[config.mk]
export PLATFORM = sky130hd
export DESIGN_NAME = spi_queue_ctrl_flat
export DESIGN_NICKNAME = d
export VERILOG_FILES = /design/src/rtl/spi_queue_ctrl_if.sv /design/src/rtl/spi_queue_ctrl.sv /design/src/flat_wrapper.sv
export SDC_FILE = /design/constraint.sdc
export NUM_CORES = 1
export LEC_CHECK = 0
export ABC_AREA = 1
export CORE_AREA = 2 2 132 134
export DETAILED_ROUTE_END_ITERATION = 10
export DIE_AREA = 0 0 134 136
export GPL_TIMING_DRIVEN = 0
export PLACE_DENSITY = 0.72
export SLEW_MARGIN = 5
export SYNTH_ARGS = -nofsm -noshare
export SYNTH_HDL_FRONTEND = slang
export SYNTH_SLANG_ARGS = --single-unit
export TNS_END_PERCENT = 20
[constraint.sdc]
create_clock -name Bus2IP_Clk -period 3.2 [get_ports Bus2IP_Clk]
set_clock_uncertainty 0.2 [all_clocks]
set_input_delay 0.64 -clock Bus2IP_Clk [delete_from_list [all_inputs] [get_ports Bus2IP_Clk]]
set_output_delay 0.64 -clock Bus2IP_Clk [all_outputs]
set_load 0.005 [all_outputs]
[src/rtl/spi_queue_ctrl_if.sv]
// spi_queue_ctrl_if: command/status/SPI bus bundle for spi_queue_ctrl.
// Receive signals exist only when SPI_QUEUE_RX_EN is defined.
interface spi_queue_ctrl_if #(
    parameter int DATA_W     = 8,
    parameter int DEPTH_LOG2 = 4,
    parameter int NUM_CS     = 3
);
    logic [DATA_W+2:0]   din;
    logic                wr;
    logic                clr_err;
    logic                full;
    logic                empty;
    logic [DEPTH_LOG2:0] level;
    logic                ovf;
    logic                bad_cs;
    logic                busy;
    logic [NUM_CS-1:0]   csn;
    logic                sck;
    logic                mosi;
    logic                dc;
`ifdef SPI_QUEUE_RX_EN
    logic                miso;
    logic [DATA_W-1:0]   rx_data;
    logic                rx_valid;

    modport slave (
        input  din, wr, clr_err, miso,
        output full, empty, level, ovf, bad_cs, busy, csn, sck, mosi, dc, rx_data, rx_valid
    );
    modport master (
        output din, wr, clr_err, miso,
        input  full, empty, level, ovf, bad_cs, busy, csn, sck, mosi, dc, rx_data, rx_valid
    );
`else
    modport slave (
        input  din, wr, clr_err,
        output full, empty, level, ovf, bad_cs, busy, csn, sck, mosi, dc
    );
    modport master (
        output din, wr, clr_err,
        input  full, empty, level, ovf, bad_cs, busy, csn, sck, mosi, dc
    );
`endif
endinterface

[src/rtl/spi_queue_ctrl.sv]
// spi_queue_ctrl: command FIFO feeding a mode-0, MSB-first SPI master.
// Each word carries {cs_idx[1:0], dc, data}; consecutive words to the same
// chip select are sent as one burst with csn held low.
// Optional receive path (miso -> rx_data/rx_valid): define SPI_QUEUE_RX_EN.
module spi_queue_ctrl #(
    parameter int DATA_W     = 8,
    parameter int DEPTH_LOG2 = 4,
    parameter int NUM_CS     = 3,
    parameter int CLK_DIV    = 4
) (
    input logic             Bus2IP_Clk,
    input logic             rst,
    spi_queue_ctrl_if.slave bus
);
    localparam int DEPTH = 1 << DEPTH_LOG2;
    localparam int CW    = (CLK_DIV > 1) ? $clog2(CLK_DIV) : 1;
    localparam int BW    = (DATA_W > 1) ? $clog2(DATA_W) : 1;
    localparam int WW    = DATA_W + 3;
    localparam int LW    = DEPTH_LOG2 + 1;

    typedef enum logic [1:0] {IDLE, SHIFT_LO, SHIFT_HI, GAP} state_t;

    // FIFO storage and pointers
    logic [WW-1:0]         mem_q [DEPTH];
    logic [DEPTH_LOG2-1:0] wr_ptr_q, rd_ptr_q;
    logic [LW-1:0]         level_q;
    logic                  full, empty, push, pop;

    // head-of-queue fields
    logic [WW-1:0]         head;
    logic [1:0]            hd_cs;
    logic                  hd_dc;
    logic [DATA_W-1:0]     hd_data;
    logic                  hd_cs_ok;
    logic [NUM_CS-1:0]     hd_csn;

    // engine
    state_t                state_q;
    logic [CW-1:0]         cnt_q;
    logic [BW-1:0]         bit_q;
    logic [DATA_W-1:0]     tx_sr_q, tx_nxt;
    logic [1:0]            cs_q;
    logic [NUM_CS-1:0]     csn_q;
    logic                  sck_q, mosi_q, dc_q;
    logic                  ovf_q, bad_cs_q;
    logic                  cnt_done, last_bit, word_end, bad_pop;

    // Decode head word, phase/bit terminal counts and the pop decision
    always_comb begin
        full     = (level_q == LW'(DEPTH));
        empty    = (level_q == '0);
        push     = bus.wr && !full;
        head     = mem_q[rd_ptr_q];
        hd_cs    = head[WW-1:WW-2];
        hd_dc    = head[DATA_W];
        hd_data  = head[DATA_W-1:0];
        hd_cs_ok = int'(hd_cs) < NUM_CS;
        hd_csn   = ~(NUM_CS'(1) << hd_cs);
        tx_nxt   = tx_sr_q << 1;
        cnt_done = (cnt_q == CW'(CLK_DIV - 1));
        last_bit = (bit_q == BW'(DATA_W - 1));
        word_end = (state_q == SHIFT_HI) && cnt_done && last_bit;
        pop      = 1'b0;
        if (!empty) begin
            if (state_q == IDLE)
                pop = 1'b1;
            else if (word_end && hd_cs == cs_q)
                pop = 1'b1;
        end
        // Invalid chip selects are only ever popped from IDLE; a burst
        // continuation requires a match with the (valid) current cs.
        bad_pop  = pop && (state_q == IDLE) && !hd_cs_ok;
    end

    // FIFO data write; storage needs no reset because pointers gate it
    always_ff @(posedge Bus2IP_Clk) begin
        if (push)
            mem_q[wr_ptr_q] <= bus.din;
    end

    // FIFO pointers and occupancy; pointers wrap naturally at 2**DEPTH_LOG2
    always_ff @(posedge Bus2IP_Clk) begin
        if (rst) begin
            wr_ptr_q <= '0;
            rd_ptr_q <= '0;
            level_q  <= '0;
        end else begin
            if (push) wr_ptr_q <= wr_ptr_q + DEPTH_LOG2'(1);
            if (pop)  rd_ptr_q <= rd_ptr_q + DEPTH_LOG2'(1);
            case ({push, pop})
                2'b10:   level_q <= level_q + LW'(1);
                2'b01:   level_q <= level_q - LW'(1);
                default: level_q <= level_q;
            endcase
        end
    end

    // Sticky error flags; a new event in the clear cycle keeps the flag set
    always_ff @(posedge Bus2IP_Clk) begin
        if (rst) begin
            ovf_q    <= 1'b0;
            bad_cs_q <= 1'b0;
        end else begin
            ovf_q    <= (ovf_q    && !bus.clr_err) || (bus.wr && full);
            bad_cs_q <= (bad_cs_q && !bus.clr_err) || bad_pop;
        end
    end

    // SPI engine FSM with registered bus outputs
    always_ff @(posedge Bus2IP_Clk) begin
        if (rst) begin
            state_q <= IDLE;
            cnt_q   <= '0;
            bit_q   <= '0;
            tx_sr_q <= '0;
            cs_q    <= '0;
            csn_q   <= '1;
            sck_q   <= 1'b0;
            mosi_q  <= 1'b0;
            dc_q    <= 1'b0;
        end else begin
            case (state_q)
                IDLE: begin
                    if (pop && hd_cs_ok) begin
                        tx_sr_q <= hd_data;
                        cs_q    <= hd_cs;
                        csn_q   <= hd_csn;
                        dc_q    <= hd_dc;
                        mosi_q  <= hd_data[DATA_W-1];
                        cnt_q   <= '0;
                        bit_q   <= '0;
                        state_q <= SHIFT_LO;
                    end
                end
                SHIFT_LO: begin
                    if (cnt_done) begin
                        cnt_q   <= '0;
                        sck_q   <= 1'b1;
                        state_q <= SHIFT_HI;
                    end else begin
                        cnt_q   <= cnt_q + CW'(1);
                    end
                end
                SHIFT_HI: begin
                    if (!cnt_done) begin
                        cnt_q <= cnt_q + CW'(1);
                    end else begin
                        cnt_q <= '0;
                        sck_q <= 1'b0;
                        if (!last_bit) begin
                            // mosi only moves on the falling sck edge
                            bit_q   <= bit_q + BW'(1);
                            tx_sr_q <= tx_nxt;
                            mosi_q  <= tx_nxt[DATA_W-1];
                            state_q <= SHIFT_LO;
                        end else if (pop) begin
                            // burst: same cs queued, keep csn low
                            tx_sr_q <= hd_data;
                            dc_q    <= hd_dc;
                            mosi_q  <= hd_data[DATA_W-1];
                            bit_q   <= '0;
                            state_q <= SHIFT_LO;
                        end else begin
                            csn_q   <= '1;
                            state_q <= GAP;
                        end
                    end
                end
                GAP: begin
                    if (cnt_done) begin
                        cnt_q   <= '0;
                        state_q <= IDLE;
                    end else begin
                        cnt_q   <= cnt_q + CW'(1);
                    end
                end
                default: state_q <= IDLE;
            endcase
        end
    end

`ifdef SPI_QUEUE_RX_EN
    logic [DATA_W-1:0] rx_sr_q, rx_data_q;
    logic              rx_valid_q;

    // Receive shifter: sample miso on each rising sck, publish at word end
    always_ff @(posedge Bus2IP_Clk) begin
        if (rst) begin
            rx_sr_q    <= '0;
            rx_data_q  <= '0;
            rx_valid_q <= 1'b0;
        end else begin
            rx_valid_q <= 1'b0;
            if (state_q == SHIFT_LO && cnt_done)
                rx_sr_q <= DATA_W'({rx_sr_q, bus.miso});
            if (word_end) begin
                rx_data_q  <= rx_sr_q;
                rx_valid_q <= 1'b1;
            end
        end
    end

    assign bus.rx_data  = rx_data_q;
    assign bus.rx_valid = rx_valid_q;
`endif

    assign bus.full   = full;
    assign bus.empty  = empty;
    assign bus.level  = level_q;
    assign bus.ovf    = ovf_q;
    assign bus.bad_cs = bad_cs_q;
    assign bus.busy   = (state_q != IDLE);
    assign bus.csn    = csn_q;
    assign bus.sck    = sck_q;
    assign bus.mosi   = mosi_q;
    assign bus.dc     = dc_q;
endmodule
[src/flat_wrapper.sv]
// flat-port wrapper written by rule: the top's interface ports become plain ports
module spi_queue_ctrl_flat 
#(
    parameter int DATA_W     = 8,
    parameter int DEPTH_LOG2 = 4,
    parameter int NUM_CS     = 3,
    parameter int CLK_DIV    = 4
)
  (Bus2IP_Clk, rst, bus_din, bus_wr, bus_clr_err, bus_full, bus_empty, bus_level, bus_ovf, bus_bad_cs, bus_busy, bus_csn, bus_sck, bus_mosi, bus_dc);
  spi_queue_ctrl_if #(.DATA_W(DATA_W), .DEPTH_LOG2(DEPTH_LOG2), .NUM_CS(NUM_CS)) bus_i ();
  input logic Bus2IP_Clk;
  input logic rst;
  input wire logic [$bits(bus_i.din)-1:0] bus_din;
  input wire logic [$bits(bus_i.wr)-1:0] bus_wr;
  input wire logic [$bits(bus_i.clr_err)-1:0] bus_clr_err;
  output wire logic [$bits(bus_i.full)-1:0] bus_full;
  output wire logic [$bits(bus_i.empty)-1:0] bus_empty;
  output wire logic [$bits(bus_i.level)-1:0] bus_level;
  output wire logic [$bits(bus_i.ovf)-1:0] bus_ovf;
  output wire logic [$bits(bus_i.bad_cs)-1:0] bus_bad_cs;
  output wire logic [$bits(bus_i.busy)-1:0] bus_busy;
  output wire logic [$bits(bus_i.csn)-1:0] bus_csn;
  output wire logic [$bits(bus_i.sck)-1:0] bus_sck;
  output wire logic [$bits(bus_i.mosi)-1:0] bus_mosi;
  output wire logic [$bits(bus_i.dc)-1:0] bus_dc;
  assign bus_i.din = bus_din;
  assign bus_i.wr = bus_wr;
  assign bus_i.clr_err = bus_clr_err;
  assign bus_full = bus_i.full;
  assign bus_empty = bus_i.empty;
  assign bus_level = bus_i.level;
  assign bus_ovf = bus_i.ovf;
  assign bus_bad_cs = bus_i.bad_cs;
  assign bus_busy = bus_i.busy;
  assign bus_csn = bus_i.csn;
  assign bus_sck = bus_i.sck;
  assign bus_mosi = bus_i.mosi;
  assign bus_dc = bus_i.dc;
  spi_queue_ctrl #(.DATA_W(DATA_W), .DEPTH_LOG2(DEPTH_LOG2), .NUM_CS(NUM_CS), .CLK_DIV(CLK_DIV)) u_core (.Bus2IP_Clk(Bus2IP_Clk), .rst(rst), .bus(bus_i));
endmodule
==> metrics.md <==
| Metric | Value |
|---|---|
| Outcome | finished, final reports clean |
| Nets | 924 |
| Unrepaired setup endpoints after global routing | yes |
| Combinational cell fraction of total power | 36.7% |
| R2R depth | 23 |
| # fillers | around 1300 |
| Cell Int Power | between 5 and 6 mW |
| Metal1 wirelength | 8.99 mm |
| Top-count cell post-synth | edfxtp_1 |
| Total of max-cap violations | 0 |
| First-pass GRT wire length | between 30 and 40 mm |
| Area growth syn-to-layout | 17.4% |
| Vias in the first global route | around 6000 |
| Synthesized net count | 851 |
| Initial Util | 54.0% |
| Syn. warnings | 0 |
| Leakage | ~3.9 nW |
| Final GP Congestion | 0.836 |
| Largest cells by area after synthesis | edfxtp_1 (58%), dfxtp_1 (9.0%), nor2_1 (5.9%), o21ai_0 (4.9%), nand2_1 (4.3%) |
| Post-synth cell types | 35 |
| WL met2 | 10.5 mm |
| R2R setup slack | 0.08 ns |
| Via density per instance | 5.76 |
| Flop pwr share | 37.2% |
| CTS Buf Count | 23 |
| Min-delay src | u_core.bus.csn[2] |
| Max Clk Rate | 320 MHz |
| Area of the multi-input gates | about 2700 µm² |
| Met3 wire length | 2.00 mm |
| Top cells by instance count after synthesis | edfxtp_1 (176), nor2_1 (144), nand2_1 (104) |
| Clock tree buffer depth | 3 |
| P_sw | 3.28 mW |
| # rows | 48 |
| Clk_lat worst skew | 0.52 ns |
| Gate count of the mapped netlist | 825 |
| Layout cells sized above 1 | 12.2% |
| Crit path arrival time | 3.32 ns |
| Clk sinks | roughly 220 |
| Clock Tree Root | clkbuf_16 |
| Post-route ant nets | 0 |
| Fin. Hold Viols | 0 |
| Ant. Diodes | 0 |
| Final instance area | 10700 µm² |
| Finished Layout Cells | 1140 |
| Cell depth of the worst hold path | 2 |
| Largest net degree at the start of global routing | 17 |
| CP max FO | 8 |
| Grt total ovfl | 0 |
| DR pass1 iterations | 5 |
| Required @ worst endpoint | roughly 3.4 ns |
| Sw Ratio | 35.8% |
| Slew Limit Headroom | under 10% |
| I/O Buffers | 29 |
| Final setup TNS | 0 ns |
| Startpoint Class | register |
| GRT Overall Usage | between 20 and 25% |
| DP HPWL | 13.3 mm |
| Vias | 6572 |
| Clock network power share | 26.1% |
| DIE WIDTH | 134 µm |
| H-tree level count | 1 |
| Post-synth top area cell | edfxtp_1 |
| Post-CTS Hold Fix Bufs | 0 |
| RR Endpoint | u_core.bus.level[4] |
| Worst-Margin Slew | 1.35 ns |
| CP Capture Type | register |
| I/O Pins | 31 |
| Asr flop ratio synth | 0% |
| Crit Path Class | reg -> reg |
| Period minus WS final | 3.12 ns |
| Die Ht | 136 µm |
| Final period utilization | 97.6% |
| Core area | 16900 µm² |
| HP Class | reg -> reg |
| Synth Register Bits | 217 |
| CTS tree | yes |
| Max Used Layer | met4 |
| Register Area | 6110 µm² |
| Avg Synthesized Cell Area | 11.0 µm² |
| Worst path max stage delay | 0.32 ns |
| Total routed wirelength | 22.3 mm |
| Pwr/cell area | 856 nW/µm² |
| Hold path endpoint | u_core.bus.csn[2] |
| Peak supply drop | 0.545 mV |
| Seq/Total Area, Yosys | 67.0% |
| Residual DRC count | 0 |
| DR WL/cell | around 20 µm |
| Count of final max-slew check failures | 0 |
| Post-synth EDFFs | 176 |
| Initial DRC count | 649 |
| Crit-path leading delay family | simple AND/OR/NAND/NOR gates |
| Initial antenna violation count | 0 |
| Synth Cell Area | 9110 µm² |
| Clk slew on worst S/H paths | 0.06 ns |
| Die area | 18200 µm² |
| Worst path bufs/invs | 3 |
| DP Cell Count | 1080 |
| Synth top area share | 58.0% |
| Synth Flop Type | edfxtp_1 |
| Placed cell area | between 9000 and 10000 µm² |
| Final setup violation count | 0 |
| Slowest-stage cell, CP | dfxtp_2 |
| Worst-path cell chain | buf_8 > clkbuf_16 > nor2_1 > nor2_1 > nand2_1 > nand3_2 > nand3_4 > nand3_2 > nand2_2 > nor2_4 > nand2_4 > nand2_8 > ha_4 > xor2_2 > ha_2 > a21oi_4 > nor3_2 > a31oi_1 > inv_1 > o21ai_2 > a21oi_2 > o21ai_1 > a21oi_1 |
==> power groups by stage <==
stage               sequential [mW]  combinational (mW)  clock [mW]
global placement               3.45                2.85           0
finish                         3.41                3.36        2.39
detailed placement             3.45                2.90           0
global route                   3.43                3.69        2.52
floorplan                      3.43                2.03           0
CTS                            3.40                2.98        2.41
==> cell type report <==
type / count / area share, %
well taps: 225 / 2.63
clock buffers: 35 / 5.80
flip-flops and latches: 217 / 57.1
repair buffers: 48 / 4.41
inverters: 69 / 2.49
plain buffers: 40 / 2.14
clock inverters: 7 / 0.468
multi-input cells: 499 / 25.0
==> sequential cells by signal, summed over array words and instances, names as in the netlist, 2 cells and up, named ones only <==
name / flops
u_core.bit_q: 3
u_core.bus.csn: 3
u_core.bus.level: 5
u_core.cnt_q: 2
u_core.cs_q: 2
u_core.mem_q: 176
u_core.rd_ptr_q: 4
u_core.state_q: 2
u_core.tx_sr_q: 7
u_core.wr_ptr_q: 4
==> worst reg2reg max path: cells and delay by family (launching register included) <==
kind	cells	cell delay, ns
flops	1	0.32
buf+inv	3	0.39
xor+xnor	1	0.15
compound gates	6	0.67
simple gates	11	0.87
fa+ha+maj	2	0.40
==> timing repair <==
action | CTS | global route
cloned | 0 | 2
pin swaps | 0 | 15
setup buffers | 0 | 16
resized for setup | 13 | 28
setup endpoints to repair | 3 | 1
==> through the flow <==
step / worst slack, ns / utilization (%) / hold slack, ns / power, mW
after global routing: -0.0981 / 63.4 / 0.290 / 9.64
after CTS: 0.0128 / 61.8 / 0.257 / 8.79
after global placement: -0.475 / 57.4 / 0.242 / 6.30
after detailed placement: -0.440 / 57.5 / 0.242 / 6.36
after floorplan: 0.137 / - / 0.233 / 5.46
final: 0.0758 / 63.4 / 0.252 / 9.16
==> how the worst max path moves through the flow <==
stage,cells past startpoint,slack [ns],from,to
floorplan,23,0.14,register,u_core.bus.level[4]
global placement,19,-0.48,register,u_core.bus.level[4]
detailed placement,19,-0.44,register,u_core.bus.level[4]
CTS,24,0.01,register,u_core.bus.level[4]
global route,22,-0.1,register,u_core.bus.level[4]
finish,23,0.08,register,u_core.bus.level[4]
==> placed cells by master (no fill, tap or decap), drive strengths merged <==
cell type and n:
nand3b 1, ha 11, nand2 112, nor2 147, buf 30, inv 70
clkbuf 64, nor3 1, xor2 2, o211ai 2, dfxtp 41, o221ai 34
xnor2 2, clkdlybuf4s50 29, or2 2, nand4 5, clkinvlp 1, a21oi 27
a31oi 7, edfxtp 176, a2111oi 1, o21ai 92, clkinv 5, a21o 1
nand3 49, o22ai 3
==> cells by family after synthesis <==
kind of cell    synth area share [%]
compound gates                  11.0
xor+xnor                       0.384
fa+ha+maj                       1.51
buf+inv                         5.08
flops                           67.0
simple gates                    15.0
==> metal layers <==
metal	global-route usage, %	vias up
met5	0	-
met4	9.93	0
met3	4.40	59
met2	38.1	345
met1	33.0	3117
li1	-	3051
Note: power is estimated with default switching activity, not from simulation.
